### config.mk
export PLATFORM = sky130hd
export DESIGN_NAME = sim_halt_monitor
export DESIGN_NICKNAME = d
export VERILOG_FILES = /design/src/rtl/sim_halt_monitor_pkg.sv /design/src/rtl/sim_halt_monitor_sat_counter.sv /design/src/rtl/sim_halt_monitor.sv
export SDC_FILE = /design/constraint.sdc
export NUM_CORES = 1
export LEC_CHECK = 0
export BUFFER_PORTS_ARGS = -buffer_cell sky130_fd_sc_hd__buf_4
export CORE_MARGIN = 3
export CORE_UTILIZATION = 53
export DETAILED_ROUTE_END_ITERATION = 16
export GPL_TIMING_DRIVEN = 0
export HOLD_SLACK_MARGIN = 0.15
export PLACE_DENSITY = 0.85
export SYNTH_ARGS = -nofsm -noshare
export SYNTH_HDL_FRONTEND = slang
export SYNTH_SLANG_ARGS = --single-unit
export TNS_END_PERCENT = 50
### constraint.sdc
create_clock -name clk -period 4.7 [get_ports clk]
set_input_delay 0.47 -clock clk [delete_from_list [all_inputs] [get_ports clk]]
set_output_delay 0.47 -clock clk [all_outputs]
set_load 0.02 [all_outputs]
### src/rtl/sim_halt_monitor_pkg.sv
// Shared CPU package for the simulation halt monitor: FSM state and halt-cause
// encodings plus a width helper for the internal counters.
package sim_halt_monitor_pkg;

  typedef enum logic [1:0] {
    ST_RUN    = 2'd0,
    ST_DRAIN  = 2'd1,
    ST_HALTED = 2'd2
  } state_t;

  typedef enum logic [2:0] {
    CAUSE_NONE          = 3'd0,
    CAUSE_TRAP          = 3'd1,
    CAUSE_HOST          = 3'd2,
    CAUSE_WATCHDOG      = 3'd3,
    CAUSE_DRAIN_TIMEOUT = 3'd4
  } halt_cause_t;

  // Bits needed to hold the value max_val (at least one bit).
  function automatic int cnt_width(input int max_val);
    return (max_val < 2) ? 1 : $clog2(max_val + 1);
  endfunction

endpackage

### src/rtl/sim_halt_monitor_sat_counter.sv
// Saturating up-counter with synchronous clear and count enable.
// Clear takes priority over enable; the count sticks at all-ones.
module sat_counter #(
  parameter int W = 8
) (
  input  logic         clk,
  input  logic         reset,
  input  logic         clear,
  input  logic         en,
  output logic [W-1:0] count
);

  // Count up when enabled, hold at the top value instead of wrapping.
  always_ff @(posedge clk or posedge reset) begin
    if (reset) begin
      count <= '0;
    end else if (clear) begin
      count <= '0;
    end else if (en && (count != '1)) begin
      count <= count + W'(1);
    end
  end

endmodule

### src/rtl/sim_halt_monitor.sv
// Simulation halt monitor: watches the pipeline for a trap or a host exit
// request, lets the older instructions drain, then raises a sticky halt with
// its cause. A watchdog and a drain timeout guarantee the run always ends.
module sim_halt_monitor
  import sim_halt_monitor_pkg::*;
#(
  parameter int NSTAGES   = 4,
  parameter int CNT_W     = 32,
  parameter int WDOG      = 100000,
  parameter int DRAIN_MAX = 16
) (
  input  logic               clk,
  input  logic               reset,
  input  logic [NSTAGES-1:0] stage_valid,
  input  logic               trap_req,
  input  logic               retire,
  input  logic               host_wr,
  input  logic [31:0]        host_data,
  output logic               halt,
  output logic [2:0]         halt_cause,
  output logic [31:0]        exit_code,
  output logic [CNT_W-1:0]   cycle_cnt,
  output logic [CNT_W-1:0]   retire_cnt,
  output logic               draining
);

  localparam int WD_W = cnt_width(WDOG);
  localparam int DR_W = cnt_width(DRAIN_MAX);
  localparam logic [WD_W-1:0] WD_LAST = (WDOG == 0) ? '0 : WD_W'(WDOG - 1);
  localparam logic [DR_W-1:0] DR_LAST = DR_W'(DRAIN_MAX - 1);

  state_t      state, state_next;
  halt_cause_t pending_cause, cause_q, cause_at_halt;
  logic [31:0] exit_q;
  logic [WD_W-1:0] wd_cnt;
  logic [DR_W-1:0] drain_cnt;

  logic active, trap_fire, drained, wd_trip, drain_timeout, accept_req;

  assign active        = (state != ST_HALTED);
  assign trap_fire     = trap_req & stage_valid[0];
  assign drained       = ~|stage_valid[NSTAGES-1:1];
  // Trip on the edge where the idle count would reach WDOG.
  assign wd_trip       = (WDOG != 0) && active && !retire && (wd_cnt == WD_LAST);
  // Trip on the edge that completes the DRAIN_MAX-th drain cycle.
  assign drain_timeout = (state == ST_DRAIN) && (drain_cnt == DR_LAST);
  assign accept_req    = (state == ST_RUN) && !wd_trip && (host_wr | trap_fire);

  sat_counter #(.W(CNT_W)) u_cycle_cnt (
    .clk   (clk),
    .reset (reset),
    .clear (1'b0),
    .en    (active),
    .count (cycle_cnt)
  );

  sat_counter #(.W(CNT_W)) u_retire_cnt (
    .clk   (clk),
    .reset (reset),
    .clear (1'b0),
    .en    (active & retire),
    .count (retire_cnt)
  );

  sat_counter #(.W(WD_W)) u_wd_cnt (
    .clk   (clk),
    .reset (reset),
    .clear (active & retire),
    .en    (active),
    .count (wd_cnt)
  );

  sat_counter #(.W(DR_W)) u_drain_cnt (
    .clk   (clk),
    .reset (reset),
    .clear (state != ST_DRAIN),
    .en    (state == ST_DRAIN),
    .count (drain_cnt)
  );

  // State register.
  always_ff @(posedge clk or posedge reset) begin
    if (reset) begin
      state <= ST_RUN;
    end else begin
      state <= state_next;
    end
  end

  // Next state and the cause to record on entry to HALTED, in priority order.
  always_comb begin
    state_next    = state;
    cause_at_halt = pending_cause;
    unique case (state)
      ST_RUN: begin
        if (wd_trip) begin
          state_next    = ST_HALTED;
          cause_at_halt = CAUSE_WATCHDOG;
        end else if (host_wr || trap_fire) begin
          state_next = ST_DRAIN;
        end
      end
      ST_DRAIN: begin
        if (wd_trip) begin
          state_next    = ST_HALTED;
          cause_at_halt = CAUSE_WATCHDOG;
        end else if (drain_timeout) begin
          state_next    = ST_HALTED;
          cause_at_halt = CAUSE_DRAIN_TIMEOUT;
        end else if (drained) begin
          state_next = ST_HALTED;
        end
      end
      default: state_next = ST_HALTED;
    endcase
  end

  // Status outputs decoded from the state register.
  always_comb begin
    halt       = (state == ST_HALTED);
    draining   = (state == ST_DRAIN);
    halt_cause = cause_q;
    exit_code  = exit_q;
  end

  // Latch the first accepted request and the final cause; later requests are ignored.
  always_ff @(posedge clk or posedge reset) begin
    if (reset) begin
      pending_cause <= CAUSE_NONE;
      cause_q       <= CAUSE_NONE;
      exit_q        <= '0;
    end else begin
      if (accept_req) begin
        pending_cause <= host_wr ? CAUSE_HOST : CAUSE_TRAP;
        if (host_wr) begin
          exit_q <= host_data;
        end
      end
      if (active && (state_next == ST_HALTED)) begin
        cause_q <= cause_at_halt;
      end
    end
  end

endmodule

# Yosys cells after proc, flatten, opt, wreduce, memory -nomap -nowiden
# Cells that the tools add are included.
# Widths: inputs -> output; s select.
dict set report totals {
  regBits 126
  in_bits 41
  out_inout_bits 101
  wordCells 59
}
dict set report op_classes {
  addsub 4
  eq_ne 11
  muxes 15
  n_bitwise 3
  n_reduce_logical 18
}
# cell n
set ops {}
lappend ops {{$add 32x1->32 const B} 2}
lappend ops {{$ne 32x32->1 const B} 2}
lappend ops {{$mux 17} 2}
lappend ops {{$add 17x1->17 const B} 1}
lappend ops {{$eq 17x17->1 const B} 1}
lappend ops {{$ne 17x17->1 const B} 1}
lappend ops {{$mux 2} 6}
lappend ops {{$logic_and 1x1->1} 10}
lappend ops {{$mux 5} 2}
lappend ops {{$mux 3} 3}
lappend ops {{$pmux 3 s2} 1}
lappend ops {{$add 5x1->5 const B} 1}
lappend ops {{$eq 5x4->1 const B} 1}
lappend ops {{$ne 5x5->1 const B} 1}
lappend ops {{$eq 2x2->1 const B} 2}
lappend ops {{$pmux 2 s2} 1}
lappend ops {{$reduce_bool 2->1} 2}
lappend ops {{$reduce_or 3->1} 1}
lappend ops {{$and 1x1->1} 2}
lappend ops {{$eq 2x1->1 const B} 1}
lappend ops {{$logic_not 1->1} 2}
lappend ops {{$logic_not 2->1} 1}
lappend ops {{$ne 2x1->1 const B} 1}
lappend ops {{$ne 2x2->1 const B} 1}
lappend ops {{3 further kinds} 3}

# Logic depth before layout (Yosys ltp)
# Gate-level depths: netlist of the first run.
dict set report depth {
  ltp_word 7
  depth_mapped 10
  mapped_depth_nobuf 10
}

# Cells and area by module
# A second synthesis of the first run with hierarchy kept.
dict set report hier_totals {
  hier_cells 600
  area_unflattened_um2 6427.4
}
# mod instances cells_per_inst area_each_um2 seq_area_each_um2
set by_module_without_submodules {}
lappend by_module_without_submodules {{sat_counter (u_cycle_cnt ...)} 2 186 1740.4 800.8}
lappend by_module_without_submodules {sim_halt_monitor 1 118 1815.5 975.9}
lappend by_module_without_submodules {{sat_counter (u_wd_cnt)} 1 84 869.6 425.4}
lappend by_module_without_submodules {{sat_counter (u_drain_cnt)} 1 26 261.5 125.1}

# Worst setup path after synthesis of the first run
# Ideal clock, no wire load.
dict set report synth_path {
  path_type {register to register}
  startpoint {register u_cycle_cnt.count[23]}
  endpoint {register u_cycle_cnt.count[1]}
  setup_time_ns 0.125
  arrival_time_ns 2.379
  t_required_ns 4.575
  slack_ns 2.196
  stages_incl_launch_ff 8
  n_path_buf 2
  synth_period_minus_slack_ns 2.504
  cell_sequence {dfrtp_1 -> nand4_1 -> or4_1 -> buf_2 -> or4_4 -> buf_6 -> and2_4 -> mux2_4}
}
dict set report synth_via {
  elab_chain_len 2
}
# item line_no
set synth_lines {}
lappend synth_lines {{from (decl)} sim_halt_monitor_sat_counter.sv:10} ;# output logic [W-1:0] count
lappend synth_lines {{from (signal assigned)} sim_halt_monitor_sat_counter.sv:20} ;# count <= count + W'(1);
lappend synth_lines {{$ne 32x32->1} sim_halt_monitor_sat_counter.sv:19} ;# end else if (en && (count != '1)) begin
lappend synth_lines {{$logic_and 1x1->1} sim_halt_monitor_sat_counter.sv:19}
# No other way between the ends.
# A chain may end at the register's enable or synchronous reset.

# Final worst setup path of the first run
dict set report layout_path {
  startpoint {register u_wd_cnt.count[0]}
  endpoint {register exit_q[19], in the netlist exit_code[19]}
}
dict set report layout_via {
  elab_chain_len 6
}
# item line_no
set layout_lines {}
lappend layout_lines {{from (decl)} sim_halt_monitor_sat_counter.sv:10}
lappend layout_lines {{from (signal assigned)} sim_halt_monitor_sat_counter.sv:20}
lappend layout_lines {{$eq 17x17->1} sim_halt_monitor.sv:44} ;# assign wd_trip = (WDOG != 0) && active && !retire && (wd_cnt == WD_LAST);
lappend layout_lines {{$logic_and 1x1->1} sim_halt_monitor.sv:44}
lappend layout_lines {{$logic_not 1->1} sim_halt_monitor.sv:47} ;# assign accept_req = (state == ST_RUN) && !wd_trip && (host_wr | trap_fire);
lappend layout_lines {{$logic_and 1x1->1 (2 in a row)} sim_halt_monitor.sv:47}
lappend layout_lines {{$reduce_and 2->1 (no source line)} -}
lappend layout_lines {{to (signal assigned)} sim_halt_monitor.sv:136} ;# exit_q <= host_data;
lappend layout_lines {{to (decl)} sim_halt_monitor.sv:34} ;# logic [31:0] exit_q;
# No other way between the ends.

==> results of run 1 <==
## cells by family (layout without fill, tap and decap cells)
| group | Yosys count | count (layout) | share of synthesized area [%] |
|---|---|---|---|
| AND/OR/NAND/NOR | 205 | 205 | 19.7 |
| multiplexers | 35 | 35 | 7.03 |
| XOR/XNOR | 73 | 73 | 11.3 |
| buffers and inverters | 26 | 201 | 1.95 |
| AO/OA/AOI/OAI | 28 | 28 | 3.06 |
| flip-flops | 125 | 125 | 55.4 |
| adder cells (fa/ha/maj) | 7 | 7 | 1.55 |
## per-stage QoR
step / hold slack (ns) / utilization (%) / total power [W] / area (µm²)
floorplan: 0.464 / - / 0.00210 / 5640
global placement: 0.478 / 66.6 / 0.00254 / 6870
detailed placement: 0.488 / 66.9 / 0.00259 / 6910
CTS: 0.173 / 72.5 / 0.00387 / 7490
global route: 0.169 / 72.5 / 0.00402 / 7490
finish: 0.181 / 72.5 / 0.00385 / 7490
## power groups by stage
stage	sequential [W]	clock [W]	combinational, W
final	0.00148	0.00128	0.00110
after floorplan	0.00171	0	0.000381
after global placement	0.00147	0	0.00107
after CTS	0.00148	0.00128	0.00111
after global routing	0.00151	0.00134	0.00117
after detailed placement	0.00149	0	0.00110
## cell type report
type                            instances  share of cell area, %
Sequential cell                       125                   41.8
Multi-Input combinational cell        348                   32.1
Timing Repair Buffer                  143                   14.6
Clock buffer                           20                   5.68
Tap cell                              136                   2.27
Clock inverter                         12                   1.96
Buffer                                 13                  0.819
Inverter                               13                  0.719
## registers in the layout (all words and copies together) (netlist names)
| name | flops |
|---|---|
| pending_cause | 2 |
| u_drain_cnt.count | 5 |
| halt_cause | 3 |
| state | 2 |
| u_retire_cnt.count | 32 |
| u_wd_cnt.count | 17 |
| u_cycle_cnt.count | 32 |
| exit_code | 32 |
## cell usage after synthesis (2+ instances only)
master	count
sky130_fd_sc_hd__a211o_1	2
sky130_fd_sc_hd__a21oi_1	11
sky130_fd_sc_hd__a31oi_1	2
sky130_fd_sc_hd__and2_1	5
sky130_fd_sc_hd__and3_1	19
sky130_fd_sc_hd__and4_1	6
sky130_fd_sc_hd__buf_2	4
sky130_fd_sc_hd__clkbuf_1	8
sky130_fd_sc_hd__dfrtp_1	125
sky130_fd_sc_hd__ha_1	7
sky130_fd_sc_hd__inv_1	13
sky130_fd_sc_hd__mux2_2	33
sky130_fd_sc_hd__nand2_1	31
sky130_fd_sc_hd__nand2b_1	4
sky130_fd_sc_hd__nand3_1	27
sky130_fd_sc_hd__nand4_1	37
sky130_fd_sc_hd__nor2_1	36
sky130_fd_sc_hd__nor2b_1	2
sky130_fd_sc_hd__nor3_1	13
sky130_fd_sc_hd__nor4_1	10
sky130_fd_sc_hd__o21ai_0	6
sky130_fd_sc_hd__or3_1	5
sky130_fd_sc_hd__or4_1	2
sky130_fd_sc_hd__xnor2_1	58
sky130_fd_sc_hd__xor2_1	15
## critical path: stages (launching register included)
cell and delay [ns]:
sky130_fd_sc_hd__dfrtp_1 0.41, sky130_fd_sc_hd__ha_1 0.18, sky130_fd_sc_hd__and3_1 0.21, sky130_fd_sc_hd__nand4_1 0.13, sky130_fd_sc_hd__nor4_1 0.63, sky130_fd_sc_hd__or4b_2 0.23
sky130_fd_sc_hd__clkbuf_1 0.40, sky130_fd_sc_hd__buf_2 0.34, sky130_fd_sc_hd__mux2_2 0.37
## metal layers
layer  wire length, µm  track usage (%)  up-vias
met3               967             5.92       26
met4               242             7.21        0
met5                 0                0        -
li1                  -                -     2107
met2              6430             36.4      212
met1              5510             28.9     2223
## path summary, 6_finish.rpt
| path | end | slack [ns] | cells past startpoint |
|---|---|---|---|
| max | exit_code[19] | 1.67 | 8 |
| min | exit_code[10] | 0.18 | 2 |
| max reg2reg | exit_code[19] | 1.67 | 8 |
| min reg2reg | pending_cause[0] | 0.49 | 1 |
| max in group asynchronous | halt_cause[1] | 3.44 | 4 |
| min in group asynchronous | u_retire_cnt.count[30] | 0.54 | 3 |
## repair_timing
action | CTS | global route
buffers inserted | 0 | 0
hold buffers | 1 | 0
endpoints found under the hold margin | 48 | 0
==> reports/summary.txt, run 1 <==
run status -> finished, final reports clean
number of maximum-capacitance violations -> 0
clock transition at the registers of the reported paths -> 0.06 ns
power share of the clock group -> 33.1%
cell at the root of the clock tree -> sky130_fd_sc_hd__clkbuf_8
CTS tree -> done
Final nets -> 709
number of sinks on the clock net -> 125
number of synthesized register bits -> 125
post-placement worst setup slack -> 1.76 ns
maximum number of pins on one net before global-route repair -> 78
top cell type's share of synthesized area -> 55.4%
multi-input gate area in the final layout -> 0.00241 mm²
critical path class -> reg -> reg
Hold WC Path Type -> in -> reg
I/O pin total -> 142
Placeable Area -> 0.0103 mm²
count of antenna-violating nets left after detailed routing -> 0
routed via count divided by cell count -> 5.64
final number of setup-violating endpoints -> 0
beginning of the critical path -> u_wd_cnt.count[0]
Most used DFF post-synth -> sky130_fd_sc_hd__dfrtp_1
area of the die -> 0.0119 mm²
total negative slack for setup checks -> 0 ns
required time of the critical path -> 5.10 ns
Yosys warnings -> 0
Max Slew Vio Count -> 0
power spent charging and discharging nets -> 0.00123 W
Initial Utilization -> 54.7%
initial antenna violation count -> 0
peak supply drop -> 0.355 mV
routed wire length -> 13.2 mm
Power per Cell Area -> 514 mW/mm²
Min Clock Period, post-route -> 3.03 ns
maximum buffer depth of the clock tree -> 2
ys async rst share -> 100%
cell type with the highest aggregate area in the netlist -> sky130_fd_sc_hd__dfrtp_1
vias in the first global route -> 4,557
Data arrival, critical path -> 3.43 ns
Post-Place Cells -> 777
Slew HR -> 32.4%
synthesized area divided by synthesized cell count -> 11.3 µm²
number of cell rows -> 37
crit path setup slack, layout -> 1.67 ns
Final Skew -> 0.00660 ns
Crit. End Element -> register
Avg WL per Cell -> 16.2 µm
number of fillers in the final layout -> 689
global-route wire length before repair -> 21.1 mm
most frequent standard cell in the layout excluding fill and tap cells -> sky130_fd_sc_hd__buf_4
gate count after technology mapping -> 499
switching power as a share of total power -> 32.1%
Internal Pwr Total -> 0.00261 W
die boundary height -> 109 µm
post-cts sizing count -> 0
H-Tree Depth -> 4
number of enable flip-flop cells after synthesis -> 0
Max Freq -> 330 MHz
clock buffers created by TritonCTS -> 17
highest-count cells in the layout ignoring fill and taps -> sky130_fd_sc_hd__buf_4, sky130_fd_sc_hd__dfrtp_1, sky130_fd_sc_hd__xnor2_1, sky130_fd_sc_hd__nand4_1, sky130_fd_sc_hd__nor2_1
fraction of final layout cells with drive strength greater than 1 -> 31.9%
number of design rule violations left after detail routing -> 0
final hold viol count -> 0
leakage component of the power -> 3.49 nW
portion of total power attributed to sequential cells -> 38.3%
largest cells by area after synthesis -> sky130_fd_sc_hd__dfrtp_1, sky130_fd_sc_hd__xnor2_1, sky130_fd_sc_hd__mux2_2
origin of the critical flop-to-flop path -> u_wd_cnt.count[0]
total congestion overflow after global routing -> 0
synthesis-to-finish area growth -> 32.7%
biggest fanout along the worst timing path -> 10
nets in the synthesized netlist -> 547
Cell variety after synth -> 43
Worst setup SP type -> register
horizontal die dimension -> 109 µm
Post-Layout Cell Count -> 810
worst hold start -> host_data[10]
RSZ-0062 raised after global routing -> no
routability congestion estimate from global placement -> 0.865
count of routing violations after the opening detailed-route iteration -> 262
post-route fraction of the period consumed by the critical path -> 64.5%
sequential share of the synthesized area -> 55.4%
slew of the pin with the lowest slew margin -> 1.00 ns
combined global-route utilization of all metal layers -> 22.2%
n_diodes -> 0
Skew-Pair Late Insertion Delay -> 0.52 ns
post-synthesis instance area -> 0.00564 mm²
count of TritonRoute iterations in the first routing pass -> 5
HPWL after detailed placement -> 9.07 mm
total vias in the final route -> 4,568
number of buffers added on ports -> 141
Reg area -> 0.00313 mm²
combinational power share -> 28.5%
No activity file was read; power rests on OpenSTA's default activity.
==> inputs of run 2 (changes only) <==
Settings changed: ABC_AREA from default to 1, CORE_UTILIZATION 53 to 50, PLACE_DENSITY 0.85 to 0.81.
Clock period 4.7 ns to 2.7 ns, I/O delays scaled along.
==> run 2 against run 1 <==
  * First-iteration DRC count increased by 92%
  * Clock-buffer cell count up 5
  * Sequential share of layout area fell by 8.6 points
  * Flip-flop and latch count stayed put
  * Cell area increased by 26%
  * Worst hold slack better by 0.042 ns
  * Critical path type unchanged
  * Critical endpoint is now u_wd_cnt.count[6]
==> reports/summary.txt, run 2 <==
cell at the root of the clock tree -> sky130_fd_sc_hd__clkbuf_16
number of sinks on the clock net -> 125 (unchanged)
Min Clock Period, post-route -> 2.39 ns (-0.641 ns)
Initial Utilization -> 52.3% (-2.4 points)
master of the slowest instance on the critical path -> sky130_fd_sc_hd__dfrtp_1
Final nets -> 1,258 (+77%)
top cell type's share of synthesized area -> 44.1% (-11 points)
top cells by count, synth -> sky130_fd_sc_hd__nand2_1, sky130_fd_sc_hd__dfrtp_1, sky130_fd_sc_hd__nor2_1
number of buffers added on ports -> 141 (unchanged)
final number of setup-violating endpoints -> 0 (unchanged)
Most used DFF post-synth -> sky130_fd_sc_hd__dfrtp_1
routability congestion estimate from global placement -> 0.953 (+10%)
highest-count cells in the layout ignoring fill and taps -> sky130_fd_sc_hd__nand2_1, sky130_fd_sc_hd__buf_4, sky130_fd_sc_hd__dfrtp_1, sky130_fd_sc_hd__nor2_1, sky130_fd_sc_hd__inv_1
nets in the synthesized netlist -> 1,062 (+94%)
Skew-Pair Late Insertion Delay -> 0.42 ns (-0.10 ns)
biggest fanout along the worst timing path -> 12 (+2)
Data arrival, critical path -> 2.73 ns (-0.70 ns)
total vias in the final route -> 7,147 (+56%)
initial antenna violation count -> 0 (unchanged)
count of TritonRoute iterations in the first routing pass -> 5 (unchanged)
count of routing violations after the opening detailed-route iteration -> 502 (+92%)
met1 routing resource usage after global routing -> 32.1% (+3.2 points)
met2 Usage GRT -> 42.7% (+6.3 points)
Placeable Area -> 0.0136 mm² (+31%)
final hold viol count -> 0 (unchanged)
slew of the pin with the lowest slew margin -> 0.620 ns (-0.384 ns)
total negative slack for setup checks -> 0 ns (unchanged)
Cell variety after synth -> 29 (-33%)
setup repair bufs after CTS -> 0 (unchanged)
synthesis-to-finish area growth -> 33.0%
horizontal die dimension -> 125 µm (+15%)
maximum number of pins on one net before global-route repair -> 44 (-44%)
RSZ-0062 raised after global routing -> no
count of antenna-violating nets left after detailed routing -> 0 (unchanged)
most frequent standard cell in the layout excluding fill and tap cells -> sky130_fd_sc_hd__nand2_1
Yosys warnings -> 0 (unchanged)
I/O pin total -> 142 (unchanged)
number of fillers in the final layout -> 1,120 (+63%)
Power per Cell Area -> 495 mW/mm² (-3.6%)
cells traversed along the worst timing path -> ha_1 > nand3_1 > nor2_1 > nand2_1 > nor4_1 > ha_1 > inv_1 > o21ai_4 > inv_1 > nand2_1 > o21ai_0 > a21oi_1
run status -> finished, final reports clean
required time of the critical path -> 3.04 ns (-2.06 ns)
most frequent cell after synthesis -> sky130_fd_sc_hd__nand2_1
routed wire length -> 19.7 mm (+50%)
vias in the first global route -> 6,796 (+49%)
CTS tree -> done
critical path class -> reg -> reg
Final Power -> 0.00467 W (+21%)
fraction of final layout cells with drive strength greater than 1 -> 17.3% (-15 points)
number of design rule violations left after detail routing -> 0 (unchanged)
maximum buffer depth of the clock tree -> 2 (unchanged)
number of synthesized register bits -> 125 (unchanged)
leakage component of the power -> 4.88 nW (+40%)
cell type with the highest aggregate area in the netlist -> sky130_fd_sc_hd__dfrtp_1
routed via count divided by cell count -> 5.11 (-9.3%)
GR peak layer -> met2
largest cells by area after synthesis -> sky130_fd_sc_hd__dfrtp_1, sky130_fd_sc_hd__nand2_1, sky130_fd_sc_hd__nor2_1
HPWL after detailed placement -> 14.1 mm (+55%)
Max Slew Vio Count -> 0 (unchanged)
synthesized area divided by synthesized cell count -> 6.99 µm² (-38%)
ys async rst share -> 100% (unchanged)
sequential share of the synthesized area -> 44.1% (-11 points)
n_diodes -> 0 (unchanged)
Worst setup SP type -> register
global-route wire length before repair -> 32.8 mm (+56%)
hold slack -> 0.223 ns (+0.0424 ns)
combined global-route utilization of all metal layers -> 25.4% (+3.2 points)
Worst path max stage delay -> 0.39 ns (-0.24 ns)
Hold WC Path Type -> in -> reg
peak supply drop -> 0.443 mV (+25%)
Avg WL per Cell -> 14.1 µm (-13%)
total congestion overflow after global routing -> 0 (unchanged)
H-Tree Depth -> 4 (unchanged)
area of the die -> 0.0156 mm² (+31%)
R2R Setup Slk -> 0.31 ns (-1.36 ns)
number of cell rows -> 42 (+14%)
number of maximum-capacitance violations -> 0 (unchanged)
Crit. End Element -> register
die boundary height -> 125 µm (+15%)
clock buffers created by TritonCTS -> 17 (unchanged)
gate count after technology mapping -> 1,014 (+100%)
clock transition at the registers of the reported paths -> 0.05 ns (about the same)
post-synthesis instance area -> 0.00709 mm² (+26%)
post-route fraction of the period consumed by the critical path -> 88.5% (+24 points)
Final Skew -> 0.00880 ns (+0.00221 ns)
GRT met3 Usage -> 5.42% (-0.50 points)
number of enable flip-flop cells after synthesis -> 0 (unchanged)
Max Freq -> 419 MHz (+27%)
Slew HR -> 58.6% (+26 points)
run 2: final timing paths:
| check | startpoint | to | depth (start not counted) |
|---|---|---|---|
| worst max-delay path | u_wd_cnt.count[1] | u_wd_cnt.count[6] | 12 |
| min in group asynchronous | reset | u_retire_cnt.count[29] | 3 |
| max in group asynchronous | reset | u_cycle_cnt.count[12] | 5 |
| worst min register to register | exit_code[13] | exit_code[13] | 2 |
| worst min-delay path | retire | u_wd_cnt.count[1] | 4 |
| worst max register to register | u_wd_cnt.count[1] | u_wd_cnt.count[6] | 12 |
run 2: cell families after synthesis:
logic type / count (synthesis) / share of synthesized area [%]
simple gates: 700 / 40.8
flops: 125 / 44.1
buf+inv: 107 / 6.69
compound gates: 40 / 2.88
xor+xnor: 35 / 4.32
fa+ha+maj: 7 / 1.23
run 2: what timing repair did:
item | 4_1_cts | 5_1_grt
resized for setup | 0 | 1
hold buffers | 34 | 0
setup endpoints to repair | 0 | 9
endpoints found under the hold margin | 58 | 0
run 2: power breakdown:
part	total [W]	switching (W)	internal, W	leakage, nW
Combinational	0.000205	0.0000998	0.000105	2.86
Sequential	0.00191	0.0000222	0.00189	1.70
Clock	0.00255	0.000820	0.00173	0.318
run 2: metal layers:
layer	vias up	part of all wire [%]
li1	3544	-
met1	3310	43
met2	249	49
met3	44	5.9
met4	0	2.6
met5	-	0
run 2: layout make-up:
| cell class | instances | area [µm²] | area share (%) |
|---|---|---|---|
| multi-input combinational | 782 | 3500 | 37.1 |
| sequential | 125 | 3130 | 33.2 |
| timing repair buffer | 178 | 1460 | 15.5 |
| clock buffer | 25 | 495 | 5.25 |
| inverter | 87 | 335 | 3.56 |
| tap | 176 | 220 | 2.34 |
| clock inverter | 6 | 155 | 1.65 |
| buffer | 19 | 139 | 1.47 |
run 2: worst max-delay path, delay by kind of cell, from the launching register on:
kind            cells  cell delay, ns
compound gates      3            0.43
fa+ha+maj           2            0.38
buf+inv             2            0.31
flops               1            0.39
simple gates        5            0.80
run 2: per-stage QoR:
stage | setup WS, ns | cells | util, % | cell area [µm²]
floorplan | 0.644 | 1014 | - | 7100
detailed placement | 0.168 | 1334 | 62.2 | 8430
global placement | 0.0787 | 1331 | 61.8 | 8370
global route | 0.0406 | 1398 | 69.5 | 9430
CTS | 0.176 | 1399 | 69.5 | 9430
finish | 0.311 | 1398 | 69.5 | 9430
==> inputs of run 3 (changes only) <==
Settings changed: CORE_MARGIN 3 to default.
==> run 3 against run 2 <==
  * Via count down 0.64%
  * Clock skew up 0.0016 ns
  * Total power down 4.3%
  * Worst setup slack worse by 0.057 ns
  * Cell area down 0.33%
  * Flip-flop and latch count unchanged
  * Combinational power about the same
  * Clock-buffer cell count down 6
  * Maximum frequency down 2.3%
  * Critical endpoint is now u_wd_cnt.count[13]
  * Largest power group unchanged
==> reports/summary.txt, run 3 (synthesized netlist as in run 2, its figures left out) <==
Hold WC Path Type -> in -> reg
portion of total power attributed to sequential cells -> 42.8% (+1.8 points)
area of the die -> 0.0147 mm² (-6.3%)
maximum number of pins on one net before global-route repair -> 43 (-2.3%)
Worst path max stage delay -> 0.39 ns (about the same)
Post-Place Cells -> 1,338 (+0.30%)
run status -> finished, final reports clean
total vias in the final route -> 7,101 (-0.64%)
vias in the first global route -> 6,853 (+0.84%)
combinational power share -> 4.6% (+0.2 points)
peak supply drop -> 0.403 mV (-9.0%)
Max Slew Vio Count -> 0 (unchanged)
maximum buffer depth of the clock tree -> 2 (unchanged)
number of design rule violations left after detail routing -> 0 (unchanged)
total congestion overflow after global routing -> 0 (unchanged)
number of buffers added on ports -> 141 (unchanged)
power spent charging and discharging nets -> 0.000994 W (+5.5%)
number of sinks on the clock net -> 125 (unchanged)
cell at the root of the clock tree -> sky130_fd_sc_hd__clkbuf_16
clock transition at the registers of the reported paths -> 0.05 ns (about the same)
post-route fraction of the period consumed by the critical path -> 90.6% (+2.1 points)
total negative slack for setup checks -> 0 ns (unchanged)
HPWL after detailed placement -> 13.7 mm (-3.0%)
n_diodes -> 0 (unchanged)
switching power as a share of total power -> 22.2% (+2.1 points)
horizontal die dimension -> 121 µm (-3.2%)
I/O pin total -> 142 (unchanged)
cells traversed along the worst timing path -> ha_1 > nand3_1 > nor2_1 > nand2_1 > nor4_1 > ha_1 > inv_1 > o21ai_4 > inv_1 > clkbuf_1 > nand4_1 > o21ai_0
Crit. End Element -> register
slew of the pin with the lowest slew margin -> 0.641 ns (+0.0210 ns)
master of the slowest instance on the critical path -> sky130_fd_sc_hd__dfrtp_1
setup repair bufs after CTS -> 0 (unchanged)
Min Clock Period, post-route -> 2.45 ns (+0.0574 ns)
Skew-Pair Late Insertion Delay -> 0.42 ns (about the same)
Post-Layout Cell Count -> 1,404 (+0.43%)
routed wire length -> 19.1 mm (-3.2%)
Data arrival, critical path -> 2.73 ns (about the same)
count of TritonRoute iterations in the first routing pass -> 5 (unchanged)
synthesis-to-finish area growth -> 32.5%
crit path setup slack, layout -> 0.253 ns (-0.0574 ns)
Placeable Area -> 0.0139 mm² (+2.4%)
combined global-route utilization of all metal layers -> 27.7% (+2.2 points)
Internal Pwr Total -> 0.00348 W (-6.8%)
global-route wire length before repair -> 31.9 mm (-2.7%)
most frequent standard cell in the layout excluding fill and tap cells -> sky130_fd_sc_hd__nand2_1
power share of the clock group -> 52.5% (-2.1 points)
Power per Cell Area -> 476 mW/mm² (-4.0%)
hold slack -> 0.221 ns (-0.00166 ns)
biggest fanout along the worst timing path -> 10 (-2)
die boundary height -> 121 µm (-3.2%)
routed via count divided by cell count -> 5.06 (-1.1%)
number of cell rows -> 43 (+2.4%)
RSZ-0062 raised after global routing -> no
number of fillers in the final layout -> 1,175 (+4.9%)
count of routing violations after the opening detailed-route iteration -> 511 (+1.8%)
leakage component of the power -> 4.85 nW (-0.48%)
Final Skew -> 0.0104 ns (+0.00155 ns)
CTS tree -> done
final hold viol count -> 0 (unchanged)
number of maximum-capacitance violations -> 0 (unchanged)
initial antenna violation count -> 0 (unchanged)
final number of setup-violating endpoints -> 0 (unchanged)
Initial Utilization -> 51.1% (-1.2 points)
Final nets -> 1,259 (+0.079%)
count of antenna-violating nets left after detailed routing -> 0 (unchanged)
clock buffers created by TritonCTS -> 17 (unchanged)
routability congestion estimate from global placement -> 0.919 (-3.5%)
Worst setup SP type -> register
Max Freq -> 409 MHz (-2.3%)
H-Tree Depth -> 4 (unchanged)
highest-count cells in the layout ignoring fill and taps -> sky130_fd_sc_hd__nand2_1, sky130_fd_sc_hd__buf_4, sky130_fd_sc_hd__dfrtp_1, sky130_fd_sc_hd__nor2_1, sky130_fd_sc_hd__inv_1
critical path class -> reg -> reg
Slew HR -> 57.2% (-1.4 points)
post-placement worst setup slack -> 0.164 ns (-0.00399 ns)
Avg WL per Cell -> 13.6 µm (-3.6%)
fraction of final layout cells with drive strength greater than 1 -> 17.6% (+0.30 points)
required time of the critical path -> 2.98 ns (-0.06 ns)
run 3: worst max-delay path, delay by kind of cell (launching register included):
kind	cells	cell delay, ns
buffers and inverters	3	0.42
AO/OA/AOI/OAI	2	0.34
adder cells (fa/ha/maj)	2	0.38
flip-flops	1	0.39
AND/OR/NAND/NOR	5	0.79
run 3: area by class of cell:
class | instances | area (µm²) | area share, %
multi-input cells | 782 | 3500 | 37.2
inverters | 87 | 335 | 3.57
clock inverters | 13 | 168 | 1.78
plain buffers | 20 | 143 | 1.52
flip-flops and latches | 125 | 3130 | 33.3
repair buffers | 178 | 1460 | 15.5
clock buffers | 19 | 443 | 4.71
well taps | 180 | 225 | 2.40
run 3: final timing paths:
path | startpoint | end | slack [ns] | cells past startpoint
max in group asynchronous | reset | u_cycle_cnt.count[10] | 1.40 | 5
hold / removal | retire | u_wd_cnt.count[1] | 0.22 | 4
setup reg to reg | u_wd_cnt.count[1] | u_wd_cnt.count[13] | 0.25 | 12
setup / recovery | u_wd_cnt.count[1] | u_wd_cnt.count[13] | 0.25 | 12
hold reg to reg | exit_code[15] | exit_code[15] | 0.47 | 2
min in group asynchronous | reset | u_retire_cnt.count[29] | 0.52 | 3
run 3: power groups by stage:
stage | Clock, W | Combinational, W | Sequential, W
2_1_floorplan | 0 | 0.0000705 | 0.00195
3_3_place_gp | 0 | 0.000152 | 0.00195
3_5_place_dp | 0 | 0.000167 | 0.00195
4_1_cts | 0.00237 | 0.000206 | 0.00191
5_1_grt | 0.00247 | 0.000231 | 0.00192
6_report | 0.00235 | 0.000207 | 0.00191
run 3: metal layers:
metal / wire length (µm) / vias to the layer above / GRT usage, %
met5: 0 / - / 0
met3: 1050 / 41 / 5.59
li1: - / 3548 / -
met2: 9170 / 232 / 45.7
met1: 8470 / 3280 / 35.1
met4: 408 / 0 / 12.0
run 3: through the flow:
stage          instance area, µm²  util, %  power (W)
4_1_cts                      9390     67.6    0.00449
6_report                     9400     67.7    0.00447
3_5_place_dp                 8440     60.8    0.00211
5_1_grt                      9400     67.7    0.00462
2_1_floorplan                7100        -    0.00202
3_3_place_gp                 8380     60.4    0.00210
run 3: repair_timing:
item,in CTS,in global routing
resized for setup,0,1
endpoints found under the hold margin,59,0
hold buffers,34,0
endpoints found under the setup margin,0,8
